[src/rtl/fifo_drain_32.sv]
// Splits each 64-bit word from an upstream registered-read FIFO into two 32-bit beats
// on a valid/ready stream, counting the words that have been fully emitted.
module fifo_drain_32 #(
  parameter int HI_FIRST = 0,
  parameter int CNT_W    = 16
) (
  input  logic             clk,
  input  logic             rst,
  input  logic             enable,
  input  logic             fifo_empty,
  input  logic [63:0]      fifo_data,
  output logic             fifo_rd_en,
  output logic [31:0]      out_data,
  output logic             out_valid,
  input  logic             out_ready,
  output logic             out_last,
  output logic [CNT_W-1:0] word_count,
  output logic             busy
);

  typedef enum logic [1:0] {
    IDLE   = 2'd0,
    FIRST  = 2'd1,
    SECOND = 2'd2
  } state_t;

  state_t      state;
  state_t      state_next;
  logic        pop_ok;
  logic [31:0] first_half;
  logic [31:0] second_half;

  // Beats are taken straight from the FIFO's read register, which holds until the next pop.
  assign first_half  = (HI_FIRST != 0) ? fifo_data[63:32] : fifo_data[31:0];
  assign second_half = (HI_FIRST != 0) ? fifo_data[31:0]  : fifo_data[63:32];
  assign pop_ok      = enable && !fifo_empty && !rst;
  assign busy        = (state != IDLE);

  always_ff @(posedge clk) begin
    if (rst) begin
      state      <= IDLE;
      word_count <= '0;
    end else begin
      state <= state_next;
      if (state == SECOND && out_ready) begin
        word_count <= word_count + CNT_W'(1);
      end
    end
  end

  always_comb begin
    state_next = state;
    fifo_rd_en = 1'b0;
    out_valid  = 1'b0;
    out_last   = 1'b0;
    out_data   = '0;
    case (state)
      IDLE: begin
        fifo_rd_en = pop_ok;
        if (pop_ok) begin
          state_next = FIRST;
        end
      end
      FIRST: begin
        out_valid = 1'b1;
        out_data  = first_half;
        if (out_ready) begin
          state_next = SECOND;
        end
      end
      SECOND: begin
        out_valid = 1'b1;
        out_last  = 1'b1;
        out_data  = second_half;
        // Popping during the final accept lets the next word follow with no bubble.
        if (out_ready) begin
          fifo_rd_en = pop_ok;
          state_next = pop_ok ? FIRST : IDLE;
        end
      end
      default: begin
        state_next = IDLE;
      end
    endcase
  end

endmodule
[config.mk]
export PLATFORM = sky130hd
export DESIGN_NAME = fifo_drain_32
export DESIGN_NICKNAME = d
export VERILOG_FILES = /design/src/rtl/fifo_drain_32.sv
export SDC_FILE = /design/constraint.sdc
export NUM_CORES = 1
export LEC_CHECK = 0
export CAP_MARGIN = 40
export CORE_MARGIN = 1.5
export CORE_UTILIZATION = 33
export CTS_CLUSTER_SIZE = 40
export DETAILED_ROUTE_END_ITERATION = 8
export GPL_TIMING_DRIVEN = 0
export PLACE_DENSITY = 0.94
export SETUP_SLACK_MARGIN = 0.15
export SLEW_MARGIN = 20
export SYNTH_ARGS = -nofsm -noshare
export SYNTH_HDL_FRONTEND = slang
export SYNTH_SLANG_ARGS = --single-unit
[constraint.sdc]
create_clock -name clk -period 2.3 [get_ports clk]
set_input_delay 0.46 -clock clk [delete_from_list [all_inputs] [get_ports clk]]
set_output_delay 0.46 -clock clk [all_outputs]
set_load 0.005 [all_outputs]
==> out/results.txt <==
Post-DR wirelength/cell: 16.6 µm
Total wire length: 6040 µm
Layout cell share with drive strength beyond 1: 24.0%
Fin Clk Skew: 0.00703 ns
Footprint of the multi-input gates: 0.00117 mm²
Routability cong.: 0.798
Setup tns final: 0 ns
Die Wd: 69.5 µm
Peak Freq: 456 MHz
Clk sink count: 18
Die area: 0.00482 mm²
Leak pwr: 1.13 nW
Critical path's largest stage delay: 0.36 ns
Synthesized area: 0.00146 mm²
# Max-Cap Violations: 0
Worst Path Max Fanout: 11
Synthesized instance count: 182
CTS buffer count: 3
Vias in the first global route: 1,884
DRC viols: 0
Reg clk slew, reported paths: 0.07 ns
RR Startpoint: state[1]
Vias: 1,925
Antenna diodes: 0
Layer with the highest usage: met2
RSZ-0062 raised after global routing: true
CP bufs+invs: 4
Hold WC Path Type: flip-flop to flip-flop
Fin crit share: 95.3%
GR Util All Layers: 21.4%
Via/cell ratio: 5.30
Worst Setup End Kind: output pin
Overflow after GRT: 0
Worst Tran Pin Value: 0.505 ns
Global-route wire length before repair: 8580 µm
CP required: 1.84 ns
Port Buffers: 119
Max_slew headroom: 66.3%
H-tree lvl count: 1
Clock Latency Late Sink: 0.26 ns
GR Util met1: 21.9%
Crit-path cells: buf_4, ha_4, buf_12, buf_12, a22oi_2, nor2b_1, dlygate4sd2_1
Setup violators final: 0
Ys Warns: 0
Syn nets: 257
CTS tree: built
Cell mode on critical path: buf_12
Post-synthesis sequential area ratio: 24.7%
Sequential cell area: 365 µm²
Data arrival, critical path: 1.73 ns
Placed Instances: 351
Starting density of the core: 35.4%
Layout Cells excl Fill: 363
Post-synth cell types: 34
Setup crit start: state[1]
Critical path class: flip-flop to output pin
P&R area growth vs syn: 113%
Die height: 69.5 µm
Ports: 121
Filler cells: 274
Routing usage on met2: 43.6%
FP Rows: 23
Cell family with most CP delay: buffers and inverters
Worst setup SP type: flip-flop
# nets final: 389
Cell at the slowest stage of the critical path: dfxtp_4
Max-slew violations: 0
Peak supply drop: 422 µV
Largest net degree at the start of global routing: 11
Hold Vio Cnt, Final: 0
Post-DP HPWL: 4120 µm
CORE AREA: 0.00412 mm²
Met3 Track Usage GR: 3.63%
Root Driver: clkbuf_8
Detail Route Antenna Nets: 0
Fin crit period: 2.19 ns
Outcome: complete, no violations
Power Dens Cells: 570 mW/mm²
Initial antenna violation count: 0
Synth Register Bits: 18
TritonRoute pass-1 iters: 4
Syn_area_per_cell: 8.01 µm²
Hold path start: word_count[1]
Deepest clock path buffer count: 2
Initial DRC Count: 63
==> flip-flops by register name (all words and copies together), names as in the netlist <==
signal,cells
state,2
word_count,16
==> worst min-delay path, stage by stage, from the launching register on <==
cell,delay (ns)
dfxtp_1,0.34
nand2_1,0.07
a21oi_1,0.06
==> per-layer routing <==
metal	wire length, µm	vias to the layer above
met5	0	-
met4	163	0
met3	380	16
met2	3380	92
met1	2120	909
li1	-	908
==> final timing paths <==
check                                 endpoint  depth (start not counted)  slack (ns)
worst max-delay path              out_data[23]                          7        0.11
worst min register to register   word_count[1]                          2        0.51
worst min-delay path             word_count[1]                          2        0.51
worst max register to register  word_count[15]                          7        0.57
==> cell usage after synthesis <==
cell type	number	area, µm²
nand3_2	1	10.0
and4_1	1	8.76
dfxtp_1	18	360
nand2_1	7	26.3
xor2_1	5	43.8
buf_4	1	7.51
nand4_2	1	12.5
a2bb2oi_2	1	15.0
or3_1	1	6.26
a31o_1	1	8.76
ha_1	6	75.1
nor4_4	1	21.3
nand4_4	1	21.3
xnor2_1	8	70.1
nor3_1	3	15.0
nand3_1	3	15.0
mux2i_1	1	10.0
mux2_1	1	11.3
nor2_1	19	71.3
a311oi_1	1	8.76
buf_1	3	11.3
nand4_1	5	31.3
nor2b_1	33	206
and3_1	1	6.26
buf_2	2	10.0
inv_1	7	26.3
o21ai_0	1	5.00
o21ai_1	1	5.00
clkbuf_1	8	30.0
or3b_1	1	8.76
a21oi_1	3	15.0
nor4_2	3	37.5
a22oi_1	32	240
nand2b_1	1	6.26
==> layout make-up <==
cell class | instances | area share (%)
Timing Repair Buffer | 127 | 39.7
Clock buffer | 4 | 1.77
Sequential cell | 18 | 11.8
Inverter | 7 | 0.926
Multi-Input combinational cell | 143 | 37.7
Buffer | 14 | 6.12
Tap cell | 50 | 2.01
==> report_power, final <==
part           internal [mW]  switching, mW  total, mW
clock                  0.152          0.109      0.261
combinational          0.691          0.475       1.17
sequential             0.326         0.0179      0.344
==> cells in the final DEF (no fill, tap or decap), types with 2 or more instances in the layout <==
cell,n
a21oi_1,3
a22oi_1,6
a22oi_2,26
buf_12,3
buf_2,5
buf_4,6
buf_8,3
clkbuf_16,4
clkbuf_2,4
clkbuf_4,2
clkbuf_8,4
clkdlybuf4s15_1,10
clkdlybuf4s50_1,86
dfxtp_1,16
dlygate4sd2_1,14
ha_1,3
ha_4,2
inv_1,5
nand2_1,7
nand3_1,3
nand4_1,5
nor2_1,19
nor2b_1,33
nor3_1,3
nor4_2,3
xnor2_1,8
xor2_1,5
==> kinds of logic after synthesis <==
logic type,after synthesis,share of synthesized area (%)
AO/OA/AOI/OAI,40,20.4
XOR/XNOR,13,7.81
adder cells (fa/ha/maj),6,5.15
buffers and inverters,21,5.84
flip-flops,18,24.7
multiplexers,2,1.46
AND/OR/NAND/NOR,82,34.6
==> repair_timing <==
action | CTS | global route
setup buffers | 5 | 1
pin swaps | 2 | 4
hold endpoints to repair | 0 | 0
cloned | 0 | 2
hold buffers | 0 | 0
setup endpoints to repair | 33 | 33
gates resized for setup | 93 | 49
==> through the flow <==
stage | hold WS, ns | util [%] | setup slack (ns) | power, mW | area [µm²]
after detailed placement | 0.492 | 65.9 | -0.339 | 1.15 | 2710
final | 0.510 | 75.5 | 0.108 | 1.77 | 3110
after global routing | 0.534 | 75.5 | 0.0773 | 1.87 | 3110
after CTS | 0.502 | 71.0 | 0.0412 | 1.58 | 2920
after floorplan | 0.481 | - | 0.440 | 0.778 | 1460
after global placement | 0.481 | 65.9 | -0.289 | 1.13 | 2710
(Power assumes the default switching activity.)
